===== config.mk =====
export PLATFORM = sky130hd
export DESIGN_NAME = fish_sprite_renderer
export DESIGN_NICKNAME = d
export VERILOG_FILES = /design/src/rtl/fish_sprite_renderer.sv
export SDC_FILE = /design/constraint.sdc
export NUM_CORES = 1
export LEC_CHECK = 0
export ABC_CLOCK_PERIOD_IN_PS = 2400
export CAP_MARGIN = 5
export CORE_MARGIN = 5
export CORE_UTILIZATION = 40
export CTS_BUF_LIST = sky130_fd_sc_hd__clkbuf_4 sky130_fd_sc_hd__clkbuf_8
export CTS_CLUSTER_SIZE = 14
export DETAILED_ROUTE_END_ITERATION = 16
export GPL_ROUTABILITY_DRIVEN = 0
export HOLD_SLACK_MARGIN = 0.06
export PLACE_DENSITY = 0.75
export SYNTH_ARGS = -nofsm -noshare
export SYNTH_HDL_FRONTEND = slang
export SYNTH_SLANG_ARGS = --single-unit

===== constraint.sdc =====
create_clock -name clk -period 2.4 [get_ports clk]
set_input_delay 0.6 -clock clk [delete_from_list [all_inputs] [get_ports clk]]
set_output_delay 0.6 -clock clk [all_outputs]
set_load 0.01 [all_outputs]

===== src/rtl/fish_sprite_renderer.sv =====
// Fish sprite reader: latches the sprite position at frame boundaries,
// turns the VGA scan coordinates into a sprite ROM address, and lines the
// returned ROM colour up with the scan pipeline. Pixels in the key colour
// are dropped, which makes them transparent.
//
// Position handshake: load_req is a single-cycle pulse with no ready side.
// Each pulse overwrites the pending set, so the last request wins.
// The pending set moves into the active set on the next frame_tick, and
// load_ack pulses for one cycle after that commit. When load_req and
// frame_tick arrive together, the new inputs commit at once.
module fish_sprite_renderer #(
    parameter int          SPR_W     = 32,
    parameter int          SPR_H     = 16,
    parameter logic [11:0] KEY_COLOR = 12'h0F0,
    parameter int          ROM_LAT   = 1
) (
    input  logic        clk,
    input  logic        reset,
    input  logic [9:0]  x,
    input  logic [9:0]  y,
    input  logic        video_on,
    input  logic        frame_tick,
    input  logic [9:0]  pos_x_in,
    input  logic [9:0]  pos_y_in,
    input  logic        dir_left_in,
    input  logic        vis_in,
    input  logic        load_req,
    output logic        load_ack,
    output logic [3:0]  rom_row,
    output logic [4:0]  rom_col,
    input  logic [11:0] rom_data,
    output logic        pixel_on,
    output logic [11:0] pixel_rgb
);

    typedef struct packed {
        logic [9:0] pos_x;
        logic [9:0] pos_y;
        logic       dir;
        logic       vis;
    } spr_set_t;

    typedef enum logic {
        PEND_EMPTY = 1'b0,
        PEND_FULL  = 1'b1
    } pend_state_e;

    pend_state_e pend_state_q, pend_state_d;
    spr_set_t    pend_q, pend_d;
    spr_set_t    act_q, act_d;
    spr_set_t    req_set;
    logic        load_ack_q, load_ack_d;

    logic [ROM_LAT-1:0] hit_pipe_q;
    logic [ROM_LAT-1:0] von_pipe_q;
    logic               pixel_on_q, pixel_on_d;
    logic [11:0]        pixel_rgb_q, pixel_rgb_d;

    logic [10:0] x_ext, y_ext, ax_ext, ay_ext;
    logic [4:0]  dx_lo;
    logic [3:0]  dy_lo;
    logic        hit;

    assign req_set = '{pos_x: pos_x_in, pos_y: pos_y_in, dir: dir_left_in, vis: vis_in};

    // Handshake next state: capture requests into pending and commit on frame_tick.
    always_comb begin
        pend_state_d = pend_state_q;
        pend_d       = pend_q;
        act_d        = act_q;
        load_ack_d   = 1'b0;
        if (frame_tick && load_req) begin
            pend_d       = req_set;
            act_d        = req_set;
            load_ack_d   = 1'b1;
            pend_state_d = PEND_EMPTY;
        end else if (frame_tick && (pend_state_q == PEND_FULL)) begin
            act_d        = pend_q;
            load_ack_d   = 1'b1;
            pend_state_d = PEND_EMPTY;
        end else if (load_req) begin
            pend_d       = req_set;
            pend_state_d = PEND_FULL;
        end
    end

    // Handshake registers: pending set, active set and the ack pulse.
    always_ff @(posedge clk or posedge reset) begin
        if (reset) begin
            pend_state_q <= PEND_EMPTY;
            pend_q       <= '0;
            act_q        <= '0;
            load_ack_q   <= 1'b0;
        end else begin
            pend_state_q <= pend_state_d;
            pend_q       <= pend_d;
            act_q        <= act_d;
            load_ack_q   <= load_ack_d;
        end
    end

    // Hit test and ROM address. The compares are widened to 11 bits so that
    // a sprite placed near 1023 cannot wrap around to column 0.
    always_comb begin
        x_ext  = {1'b0, x};
        y_ext  = {1'b0, y};
        ax_ext = {1'b0, act_q.pos_x};
        ay_ext = {1'b0, act_q.pos_y};
        dx_lo  = x[4:0] - act_q.pos_x[4:0];
        dy_lo  = y[3:0] - act_q.pos_y[3:0];
        hit    = act_q.vis
               && (x_ext >= ax_ext) && (x_ext < ax_ext + 11'(SPR_W))
               && (y_ext >= ay_ext) && (y_ext < ay_ext + 11'(SPR_H));
        rom_row = dy_lo;
        rom_col = act_q.dir ? (5'(SPR_W - 1) - dx_lo) : dx_lo;
    end

    // Delay hit and video_on by the ROM latency so they arrive with rom_data.
    always_ff @(posedge clk or posedge reset) begin
        if (reset) begin
            hit_pipe_q <= '0;
            von_pipe_q <= '0;
        end else begin
            hit_pipe_q[0] <= hit;
            von_pipe_q[0] <= video_on;
            for (int i = 1; i < ROM_LAT; i++) begin
                hit_pipe_q[i] <= hit_pipe_q[i-1];
                von_pipe_q[i] <= von_pipe_q[i-1];
            end
        end
    end

    // Output next state: drop off-sprite, blanked and key-coloured pixels.
    always_comb begin
        pixel_on_d  = hit_pipe_q[ROM_LAT-1] & von_pipe_q[ROM_LAT-1]
                    & (rom_data != KEY_COLOR);
        pixel_rgb_d = pixel_on_d ? rom_data : 12'h000;
    end

    // Output register feeding the display mux.
    always_ff @(posedge clk or posedge reset) begin
        if (reset) begin
            pixel_on_q  <= 1'b0;
            pixel_rgb_q <= 12'h000;
        end else begin
            pixel_on_q  <= pixel_on_d;
            pixel_rgb_q <= pixel_rgb_d;
        end
    end

    assign load_ack  = load_ack_q;
    assign pixel_on  = pixel_on_q;
    assign pixel_rgb = pixel_rgb_q;

endmodule


Word-level counts from Yosys, hierarchy flattened
Index checks and enable logic that the tools add are counted.
{ "totals": {"in_bits": 59, "regBits": 61, "out_inout_bits": 23} }
{ "op_classes": {"n_lt_le_gt_ge": 4, "n_eq_ne": 2, "n_reduce_logical": 10, "n_mux": 12, "n_bitwise": 2, "n_addsub": 5} }
{ "ops": {"columns": ["op", "n"], "rows": [
  ["2-to-1 mux 22 bit", 5],
  ["less-than comparator 10 x 11 -> 1 bit", 2],
  ["greater-or-equal comparator 10 bit", 2],
  ["2-to-1 mux 12 bit", 1],
  ["inequality test 12 x 8 -> 1 bit (second input constant)", 1],
  ["adder 10 x 5 -> 11 bit (second input constant)", 1],
  ["adder 10 x 6 -> 11 bit (second input constant)", 1],
  ["logical AND 1 bit", 6],
  ["2-to-1 mux 1 bit", 5],
  ["2-to-1 mux 5 bit", 1],
  ["subtractor 5 bit", 1],
  ["subtractor 5 bit (first input constant)", 1],
  ["nonzero test 2 bit", 2],
  ["subtractor 4 bit", 1],
  ["nonzero test 3 bit", 1],
  ["AND 1 bit", 2],
  ["inequality test 2 bit (second input constant)", 1],
  ["AND reduction 2 bit", 1]
]} }

Depth between registers and ports, before layout
Gate-level depths: netlist of the first run.
{ "depth": {"word_depth": 5, "depth_mapped": 8, "ltp_nobuf": 8} }

Worst setup path before layout of the first run
Ideal clock, no wire load.
{ "synth_timing": {"kind": "input port to output port", "from": "in x[0]", "to": "out rom_col[4]", "path_slack_ns": 0.139, "stages": 7, "arrival_ns": 1.661, "path_cell_list": "inv_1 > ha_1 > fa_1 > nor2b_1 > o21ai_0 > nand2b_1 > xnor2_1"} }
{ "synth_between": {"elab_chain_cells": 3} }
{ "synth_rtl": {"columns": ["element", "line_no", "rtl"], "rows": [
  ["from (decl)", "19", "input logic [9:0] x,"],
  ["subtractor 5 bit *", "109", "dx_lo = x[4:0] - act_q.pos_x[4:0];"],
  ["subtractor 5 bit", "115", "rom_col = act_q.dir ? (5'(SPR_W - 1) - dx_lo) : dx_lo;"],
  ["2-to-1 mux 5 bit *", "115", null],
  ["to (decl)", "30", "output logic [4:0] rom_col,"]
]} }
Mark *: on every way between the ends. The rest lies on a longest branch, timed or not.

Final worst setup path of the first run
{ "layout_timing": {"from": "reg act_q[12] in the netlist's numbering", "to": "out rom_col[4]"} }
{ "layout_between": {"elab_chain_cells": 3} }
{ "layout_rtl": {"columns": ["element", "line_no", "rtl"], "rows": [
  ["from (decl)", "50", "spr_set_t act_q, act_d;"],
  ["from (signal assigned)", "97", "act_q <= act_d;"],
  ["subtractor 5 bit *", "109", null],
  ["subtractor 5 bit", "115", null],
  ["2-to-1 mux 5 bit *", "115", null]
]} }
Marks and branches as above.

==> flow_summary.ini, run 1 <==
[run_status]
status = finished, violations left
violations = setup timing

[routing]
detail-route-antenna-nets = 0
dr.pass1.iters = 4
drc = 0
drt_iter0_drc = 113
wl_per_cell_um = 14.6
vias = 2671
routed_wl_um = 7710
via_per_inst = 5.04

[clocking]
htree_levels = 3
numCtsBuffers = 9
clock_sinks = 61
hold_buffers = 0
clk_latency_ps = 330
cts_root_buf = clkbuf_8
tritoncts = built
clock_path_buffers = 2
clkTransAtPathRegs_ps = 60

[worst_setup_path]
cp_data_required_time_ps = 1800
crit_chain = ha_2 -> fa_2 -> nor2b_2 -> o21ai_2 -> nand2b_1 -> xnor2_1 -> buf_2
worstSetupStartpointType = register
rr_worst_depth = 7
cpPeakStageDelay_ps = 400
critical_path_depth = 7
rr_endpoint = hit_pipe_q
r2r_slack_ps = 310
cp.arrival_ps = 1850
cp-end-kind = primary output
cp_num_buf_inv = 1
path_class = register to primary output
r2r-start = act_q[2]
crit_fanout = 2
critPathTopFamily = adder cells
cp_slowest_cell = dfrtp_1

[grt]
grt_pass1_wl_um = 12700
grt_antenna_before_repair = 0
first_global_vias = 2714
grt_usage_pct = 15.3
grt_max_degree = 49
grt.overflow.total = 0

[finish]
regArea_sq_mm = 0.00153
fin_util_pct = 57.5
multi_input_area_sq_mm = 0.00183
final_layout_size_suffix_gt1_share_pct = 20.5
mostFrequentLayoutCells = clkdlybuf4s50_1 (64), dfrtp_1 (61), ha_1 (28)
final_common_cell = clkdlybuf4s50_1
n_antenna_cell = 0
syn_to_final_growth_pct = 38.5
fill_cells = 681
num-nets-final = 514

[logic_synthesis]
ys_warn_count = 0
synth_top_area_share_pct = 44.3
netlist.top_cell.by_area = dfrtp_1
synth-seq-cells = 61
synth_area_per_cell_sq_um = 10.8
ys_seq_area_share_pct = 44.3
synth_cells = 318
synthTopCellsByArea = dfrtp_1 (44%), ha_1 (12%), mux2_2 (7.2%)
async_flop_share_pct = 100
synth_cell_types = 39
synth_area_sq_mm = 0.00345
syn_nets = 412
synth-main-ff-cell = dfrtp_1
synth_edf_count = 0

[timing]
worst_hold_slack_ps = 506
slew_viol_final = 0
finalSetupTns_ps = -51.4
max_slew.worst_pin.slew_ps = 807
setup_viol_count_final = 1
slew_headroom_pct = 46.0
min_period_ps = 2450
rsz0062_at_grt = yes
worst_slack_ps = -51.4
max_freq_ghz = 0.408
finalHoldViolCount = 0
timing.final.crit_share_pct = 102
skew_ps = 6.36

[die]
fp-row-count = 33
initial_utilization_pct = 41.5
die-area_sq_mm = 0.0106
die_h_um = 103
die_w_um = 103
coreArea_sq_mm = 0.00830
io-pin-count = 82

[min_path]
whs_endpoint = pend_q[11]
min_path_type = register to register
hold_start = pend_q[11]
hold-path-cell-count = 1

[job]
max_cap_violations = 0

[power_and_ir_drop]
total_leakage_power_nw = 2.19
powerDensity_mw_per_mm2 = 655
finalPower_mw = 3.13
peakVddDrop_uv = 305

[place]
io_buffers = 81
dp_hpwl_um = 6120
pre_cts_slack_ps = -962
-- kinds of logic after synthesis --
family / after synthesis / share of synthesized area, %
AO/OA/AOI/OAI: 76 / 15.8
AND/OR/NAND/NOR: 66 / 10.6
adder cells (fa/ha/maj): 35 / 13.1
flip-flops: 61 / 44.3
multiplexers: 22 / 7.19
buffers and inverters: 41 / 4.72
XOR/XNOR: 17 / 4.32
-- how the worst max path moves through the flow --
stage / from / to / slack [ps]
after floorplan: x[0] / rom_col[4] / 140
after global placement: x[0] / rom_col[4] / -880
after detailed placement: x[0] / rom_col[4] / -960
after CTS: act_q[12] / rom_col[4] / -120
after global routing: act_q[12] / rom_col[4] / -150
final: act_q[12] / rom_col[4] / -50
-- sequential cells by signal (all words and copies together), names as in the netlist --
register,cells
pend_q,22
load_ack,1
pend_state_q,1
von_pipe_q,1
pixel_on,1
act_q,22
pixel_rgb,12
hit_pipe_q,1
-- final cells by class --
| cell class | count | area share (%) |
|---|---|---|
| multi-input cells | 216 | 38.3 |
| well taps | 105 | 2.75 |
| repair buffers | 103 | 19.9 |
| inverters | 29 | 2.28 |
| flip-flops and latches | 61 | 32.0 |
| clock inverters | 4 | 1.47 |
| clock buffers | 12 | 3.33 |
-- per-stage QoR --
step | std cells | area (sq um)
floorplan | 318 | 3450
global placement | 512 | 4500
detailed placement | 512 | 4500
CTS | 530 | 4770
global route | 530 | 4770
finish | 530 | 4770
-- worst reg2reg max path, cell delays in order (launching register included) --
cell	delay [ps]
dfrtp_1	410
ha_2	200
fa_1	390
a21boi_0	140
o21ai_1	150
o2111ai_1	140
a32o_1	280
nor4_2	270
-- per-layer routing --
| metal | vias to the layer above | wire [um] | global-route usage [%] |
|---|---|---|---|
| li1 | 1335 | - | - |
| met1 | 1278 | 3560 | 21.3 |
| met2 | 49 | 3740 | 24.4 |
| met3 | 9 | 301 | 2.23 |
| met4 | 0 | 112 | 5.68 |
| met5 | - | 0 | 0 |
-- synthesized netlist by cell type, drive strengths merged, types with 4 or more instances --
library cell   n
nand2b         4
a22o          25
ha            33
clkbuf         5
mux2          22
xnor2         15
inv           29
nor2b          4
o21ai         25
a21o           5
nand3          6
buf            7
and2          12
nor2           6
dfrtp         61
nand2         20
a21oi          5
-- report_power, final --
part	internal [mW]	leakage (nW)	switching, mW	total, mW
Sequential	1.13	0.760	0.0643	1.19
Combinational	0.499	1.31	0.423	0.922
Clock	0.649	0.120	0.364	1.01
Total	2.27	2.19	0.851	3.13
-- timing repair --
action | in CTS | in global routing
setup endpoints to repair | 10 | 6
resized for setup | 49 | 9
buffers inserted | 2 | 0
pin swaps | 12 | 9
Power figures use the tool's default switching activity.
==> run 2: changes to the inputs <==
--- a/config.mk
+++ b/config.mk
@@ -6,7 +6,7 @@
 export NUM_CORES = 1
 export LEC_CHECK = 0
 export ABC_CLOCK_PERIOD_IN_PS = 2400
-export CAP_MARGIN = 5
+export CAP_MARGIN = 10
 export CORE_MARGIN = 5
 export CORE_UTILIZATION = 40
 export CTS_BUF_LIST = sky130_fd_sc_hd__clkbuf_4 sky130_fd_sc_hd__clkbuf_8
==> results of run 2 <==
No change in the layout: final DEF, timing and power equal those of run 1.
